`config.mk`:
```
export PLATFORM = sky130hd
export DESIGN_NAME = layer_out_serializer
export DESIGN_NICKNAME = d
export VERILOG_FILES = /design/src/rtl/npu_pkg.sv /design/src/rtl/signed_max_sel.sv /design/src/rtl/layer_out_serializer.sv
export SDC_FILE = /design/constraint.sdc
export NUM_CORES = 1
export LEC_CHECK = 0
export ABC_AREA = 1
export CAP_MARGIN = 20
export CELL_PAD_IN_SITES_DETAIL_PLACEMENT = 0
export CELL_PAD_IN_SITES_GLOBAL_PLACEMENT = 2
export CORE_ASPECT_RATIO = 1.2
export CORE_MARGIN = 1.5
export CORE_UTILIZATION = 30
export CTS_CLUSTER_DIAMETER = 60
export DETAILED_ROUTE_END_ITERATION = 8
export GPL_TIMING_DRIVEN = 0
export MAX_ROUTING_LAYER = met4
export PLACE_DENSITY = 0.95
export SLEW_MARGIN = 20
export SYNTH_ARGS = -nofsm -noshare
export SYNTH_HDL_FRONTEND = slang
export SYNTH_SLANG_ARGS = --single-unit
```
`constraint.sdc`:
```
create_clock -name clk -period 5 [get_ports clk]
set_input_delay 0.5 -clock clk [delete_from_list [all_inputs] [get_ports clk]]
set_output_delay 0.5 -clock clk [all_outputs]
set_load 0.05 [all_outputs]
```
`src/rtl/npu_pkg.sv`:
```
// Shared NPU definitions: default layer widths, streaming FSM state type and
// the index-width helper used by loaders and serializers.
package npu_pkg;

   localparam int DEFAULT_OUT_N      = 4;
   localparam int DEFAULT_DATA_WIDTH = 8;

   typedef enum logic {
      IDLE   = 1'b0,
      STREAM = 1'b1
   } stream_state_t;

   // Never returns 0, so a single-element vector still gets a 1-bit index.
   function automatic int idx_width(input int n);
      return (n > 1) ? $clog2(n) : 1;
   endfunction

endpackage

```
`src/rtl/signed_max_sel.sv`:
```
// Selects the larger of two signed (value, index) pairs. Pair a always carries
// the lower index, so b must be strictly greater to win and ties keep a.
module signed_max_sel #(
   parameter int DATA_WIDTH = 8,
   parameter int IDX_WIDTH  = 2
) (
   input  logic                         a_valid,
   input  logic signed [DATA_WIDTH-1:0] a_val,
   input  logic        [IDX_WIDTH-1:0]  a_idx,
   input  logic signed [DATA_WIDTH-1:0] b_val,
   input  logic        [IDX_WIDTH-1:0]  b_idx,
   output logic signed [DATA_WIDTH-1:0] max_val,
   output logic        [IDX_WIDTH-1:0]  max_idx
);

   logic take_b;

   // An invalid a (nothing seen yet) always yields to b.
   assign take_b  = !a_valid || (b_val > a_val);
   assign max_val = take_b ? b_val : a_val;
   assign max_idx = take_b ? b_idx : a_idx;

endmodule

```
`src/rtl/layer_out_serializer.sv`:
```
// Streams a captured layer output vector one signed element per beat, tracking
// a running signed max/argmax so the classification result rides on the last beat.
module layer_out_serializer
   import npu_pkg::*;
#(
   parameter int OUT_N      = DEFAULT_OUT_N,
   parameter int DATA_WIDTH = DEFAULT_DATA_WIDTH,
   parameter int IDX_WIDTH  = idx_width(OUT_N)
) (
   input  logic                        clk,
   input  logic                        rst_n,
   input  logic [OUT_N*DATA_WIDTH-1:0] in_vec,
   input  logic                        in_valid,
   output logic                        in_ready,
   output logic [DATA_WIDTH-1:0]       out_data,
   output logic [IDX_WIDTH-1:0]        out_idx,
   output logic                        out_last,
   output logic                        out_valid,
   input  logic                        out_ready,
   output logic [DATA_WIDTH-1:0]       out_max,
   output logic [IDX_WIDTH-1:0]        out_argmax
);

   localparam logic [IDX_WIDTH-1:0] LAST_IDX = IDX_WIDTH'(OUT_N - 1);

   stream_state_t                        state_q, state_d;
   logic [OUT_N-1:0][DATA_WIDTH-1:0]     vec_q;
   logic [IDX_WIDTH-1:0]                 idx_q;
   logic signed [DATA_WIDTH-1:0]         run_max_q;
   logic [IDX_WIDTH-1:0]                 run_arg_q;
   logic                                 run_valid_q;

   logic                                 fire;
   logic                                 is_last;
   logic                                 capture;
   logic signed [DATA_WIDTH-1:0]         cur_val;
   logic signed [DATA_WIDTH-1:0]         merged_max;
   logic [IDX_WIDTH-1:0]                 merged_arg;

   assign cur_val = vec_q[idx_q];

   // The merge of running state with the current element feeds both the
   // running-max register and the out_max/out_argmax outputs.
   signed_max_sel #(
      .DATA_WIDTH (DATA_WIDTH),
      .IDX_WIDTH  (IDX_WIDTH)
   ) u_max_sel (
      .a_valid (run_valid_q),
      .a_val   (run_max_q),
      .a_idx   (run_arg_q),
      .b_val   (cur_val),
      .b_idx   (idx_q),
      .max_val (merged_max),
      .max_idx (merged_arg)
   );

   // Handshakes: a transfer happens on a cycle where valid and ready are both
   // high; valid never waits on ready, and outputs hold while valid && !ready.
   always_comb begin
      state_d   = state_q;
      out_valid = (state_q == STREAM);
      is_last   = (idx_q == LAST_IDX);
      fire      = out_valid && out_ready;
      out_last  = out_valid && is_last;
      in_ready  = (state_q == IDLE) || (fire && is_last);
      capture   = in_valid && in_ready;
      case (state_q)
         IDLE:    if (in_valid) state_d = STREAM;
         STREAM:  if (fire && is_last && !in_valid) state_d = IDLE;
         default: state_d = IDLE;
      endcase
   end

   always_ff @(posedge clk or negedge rst_n) begin
      if (!rst_n) begin
         state_q     <= IDLE;
         vec_q       <= '0;
         idx_q       <= '0;
         run_max_q   <= '0;
         run_arg_q   <= '0;
         run_valid_q <= 1'b0;
      end else begin
         state_q <= state_d;
         if (capture) begin
            vec_q       <= in_vec;
            idx_q       <= '0;
            run_valid_q <= 1'b0;
         end else if (fire && !is_last) begin
            idx_q       <= idx_q + 1'b1;
            run_max_q   <= merged_max;
            run_arg_q   <= merged_arg;
            run_valid_q <= 1'b1;
         end
      end
   end

   assign out_data   = cur_val;
   assign out_idx    = idx_q;
   assign out_max    = merged_max;
   assign out_argmax = merged_arg;

endmodule

```
==> results_tabular.tex <==
\begin{tabular}{lr}
\hline
Metric & Value \\
\hline
\multicolumn{2}{l}{\textbf{Cells and area}} \\
Area growth from synthesis to final layout & 34.3\% \\
Total Nets Final & 440 \\
Ant. Diodes & 0 \\
Leading cell types in the layout, fill and taps excluded & sky130\_fd\_sc\_hd\_\_nand2\_1, sky130\_fd\_sc\_hd\_\_clkdlybuf4s50\_1, sky130\_fd\_sc\_hd\_\_dfrtp\_1 \\
Proportion of layout cells with a drive suffix above 1 & around 7.3\% \\
Number of filler cells placed in the layout & between 800 and 900 \\
Most common cell after layout, fill and taps aside & sky130\_fd\_sc\_hd\_\_nand2\_1 \\
\multicolumn{2}{l}{\textbf{Logic synthesis}} \\
Synth async-reset ratio & 100\% \\
Number of flip-flops and latches in the synthesized netlist & 46 \\
Predominant post-synthesis flop cell & sky130\_fd\_sc\_hd\_\_dfrtp\_1 \\
Synthesized area per cell & about 7.5 um2 \\
Post-synthesis net count & $\sim$370 \\
Area leader, netlist & sky130\_fd\_sc\_hd\_\_dfrtp\_1 \\
Number of instances in the synthesized netlist & around 330 \\
Distinct cells, synth & 22 \\
Adder-cell share of the synthesized area & $\sim$4.6\% \\
Dominant combinational cell family by area after synthesis & simple AND/OR/NAND/NOR gates \\
Seq/Total Area, Yosys & 46.9\% \\
XOR/XNOR Fraction of Synth Area & 0\% \\
Total standard cell area after synthesis & roughly 2500 um2 \\
Cells taking the most area after synthesis & sky130\_fd\_sc\_hd\_\_dfrtp\_1, sky130\_fd\_sc\_hd\_\_nand2\_1, sky130\_fd\_sc\_hd\_\_ha\_1, sky130\_fd\_sc\_hd\_\_inv\_1, sky130\_fd\_sc\_hd\_\_nand3\_1 \\
Simple-gate share of the synthesized area & 34.3\% \\
Area share of the largest cell type after synthesis & 46.9\% \\
Complex-gate fraction of the synthesized area & 5.81\% \\
Share of cell area taken by muxes after synthesis & 0\% \\
Number of synthesized flops with an enable pin & 0 \\
Total number of yosys warnings & 0 \\
\multicolumn{2}{l}{\textbf{Min path}} \\
Worst min-delay path category & in -> async \\
\multicolumn{2}{l}{\textbf{Floorplanning}} \\
Effective utilization at floorplan & a little under a third \\
Die span in x & between 80 and 90 um \\
Area of the core & just under 8000 um2 \\
Vertical die dimension & about 100 um \\
Row count & 35 \\
Top Ports & 59 \\
Total die area & 8740 um2 \\
\multicolumn{2}{l}{\textbf{Worst setup path}} \\
Worst setup SP type & register \\
Endpoint type of the worst setup path & primary output \\
Delay of the slowest cell on the worst path & about 0.8 ns \\
Worst Path Arrival & 3.64 ns \\
Data required, critical path & around 4.5 ns \\
Cell seen most often among critical-path stages & sky130\_fd\_sc\_hd\_\_nand2\_1 \\
Top fanout value on the critical path & 10 \\
Max stage delay cell, worst path & sky130\_fd\_sc\_hd\_\_clkdlybuf4s50\_1 \\
Crit Path Class & reg -> out \\
Crit-path cells & buf\_6 > inv\_4 > buf\_6 > nand2\_1 > a32oi\_1 > ha\_1 > a21oi\_1 > nand2\_1 > nand2\_1 > nand3\_1 > nand3\_2 > nand2\_2 > nand2\_1 > and2\_1 > clkdlybuf4s50\_1 \\
\multicolumn{2}{l}{\textbf{STA}} \\
Max\_slew headroom & roughly 65\% \\
\# setup viols final & 0 \\
Period utilization & 82.7\% \\
Slew at the pin closest to its max-slew limit & around 0.53 ns \\
Max-slew violation count & 0 \\
Count of final hold-check violations & 0 \\
Worst hold slack across all endpoints & 0.0948 ns \\
Clock period minus worst slack & 4.14 ns \\
RSZ-0062 raised after global routing & false \\
Highest attainable clock frequency & around 0.24 GHz \\
Worst-case clock skew & approximately 0.0050 ns \\
Sum Neg Setup Slack & 0 ns \\
\multicolumn{2}{l}{\textbf{Routing}} \\
Detailed-routing iteration count for the pre-antenna-repair pass & 6 \\
Total detailed-routing wirelength & around 6300 um \\
Iteration-0 DRC count of the detailed router & a little over 80 \\
Residual DRC count & 2 \\
Via density per instance & $\sim$4.6 \\
WL/cell & approximately 13 um \\
Vias & roughly 2200 \\
Number of routed nets with antenna violations & 0 \\
\multicolumn{2}{l}{\textbf{Place}} \\
Detailed placer's ending HPWL & approximately 4900 um \\
RePlAce Congestion & between 0.8 and 0.9 \\
Count of port buffers added during placement & 58 \\
\multicolumn{2}{l}{\textbf{Clock tree}} \\
Number of H-tree levels & 2 \\
Postcts setup bufs & 0 \\
Total clock sinks & 46 \\
Quantity of hold-fixing buffers added after cts & 0 \\
Number of buffers on the longest clock path & 2 \\
TritonCTS clock tree & done \\
Clock latency on the worst-skew pair & approximately 0.3 ns \\
Buffer type at the clock tree root & sky130\_fd\_sc\_hd\_\_clkbuf\_8 \\
Reg clk slew, reported paths & approximately 0.09 ns \\
Number of clock buffers inserted by TritonCTS & 5 \\
Number of instances resized during post-cts repair & 0 \\
\multicolumn{2}{l}{\textbf{GRT}} \\
Overall Global Routing Usage & between 15 and 20\% \\
Residual overflow from global routing & 0 \\
Vias in the first global route & 2194 \\
Wire length of the first global-routing pass & around 11000 um \\
Maximum number of pins on one net before global-route repair & 19 \\
Initial antenna violation count & 0 \\
\multicolumn{2}{l}{\textbf{Job}} \\
Count of maximum capacitance violations & 0 \\
\multicolumn{2}{l}{\textbf{Outcome}} \\
Violated checks & DRC \\
Status & finished with violations \\
\hline
\end{tabular}
logic make-up after synthesis:
group,count (synthesis)
AND/OR/NAND/NOR,206
flip-flops,46
buffers and inverters,45
AO/OA/AOI/OAI,22
adder cells (fa/ha/maj),9
through the flow:
| step | cells | worst slack (ns) | utilization, % | cell area (um2) |
|---|---|---|---|---|
| global placement | 478 | 1.19 | 40.4 | 3150 |
| detailed placement | 480 | 1.18 | 41.1 | 3200 |
| floorplan | 328 | 0.934 | - | 2450 |
| global route | 488 | 0.632 | 42.3 | 3300 |
| CTS | 488 | 0.829 | 42.3 | 3300 |
| finish | 488 | 0.864 | 42.3 | 3300 |
worst max-delay path, delay by kind of cell, from the launching register on:
family                     cells  cell delay [ns]
AOI/OAI and AO/OA              2             0.55
adders and majority gates      1             0.33
buffers and inverters          4             1.23
DFF                            1             0.42
and+or+nand+nor                8             0.80
cells in the mapped netlist (3+ instances only):
library cell,count
sky130_fd_sc_hd__dfrtp_1,46
sky130_fd_sc_hd__ha_1,9
sky130_fd_sc_hd__a32oi_1,8
sky130_fd_sc_hd__nand2_1,167
sky130_fd_sc_hd__clkbuf_1,3
sky130_fd_sc_hd__a21oi_1,11
sky130_fd_sc_hd__nand3_1,21
sky130_fd_sc_hd__inv_1,28
sky130_fd_sc_hd__and2_1,10
sky130_fd_sc_hd__buf_6,3
sky130_fd_sc_hd__buf_2,7
final cells by class:
cell class / count / area [um2] / share of cell area (%)
Tap cell: 92 / 115 / 3.49
Clock buffer: 6 / 82.6 / 2.51
Inverter: 31 / 119 / 3.61
Clock inverter: 2 / 12.5 / 0.380
Buffer: 14 / 87.6 / 2.66
Sequential cell: 46 / 1150 / 34.9
Timing Repair Buffer: 60 / 631 / 19.1
Multi-Input combinational cell: 237 / 1100 / 33.3
final timing paths:
kind	startpoint	end	slack (ns)	cells after the start
max in group asynchronous	rst_n	run_arg_q[0]	4.32	3
max reg2reg	out_idx[0]	run_max_q[1]	2.33	16
min	rst_n	vec_q[8]	0.09	1
max	out_idx[0]	out_max[2]	0.86	15
min reg2reg	vec_q[10]	vec_q[10]	0.48	2
min in group clk	vec_q[10]	vec_q[10]	0.48	2
registers in the layout (all words and copies together) (netlist names):
| signal | flops |
|---|---|
| vec_q | 32 |
| run_max_q | 8 |
| run_valid_q | 1 |
| run_arg_q | 2 |
| out_idx | 2 |
| out_valid | 1 |
per-layer routing:
metal / share of wire, % / wire length [um] / GRT usage (%) / vias to the layer above
met3: 3.5 / 219 / 2.34 / 5
li1: - / - / - / 1151
met1: 46 / 2880 / 19.9 / 1024
met5: 0 / 0 / - / -
met4: 1.0 / 64 / 4.47 / 0
met2: 50 / 3160 / 27.9 / 48
Power is left out: the tool's default activity adds up to more than one toggle a clock period on the data nets, which glitch-free logic cannot reach.
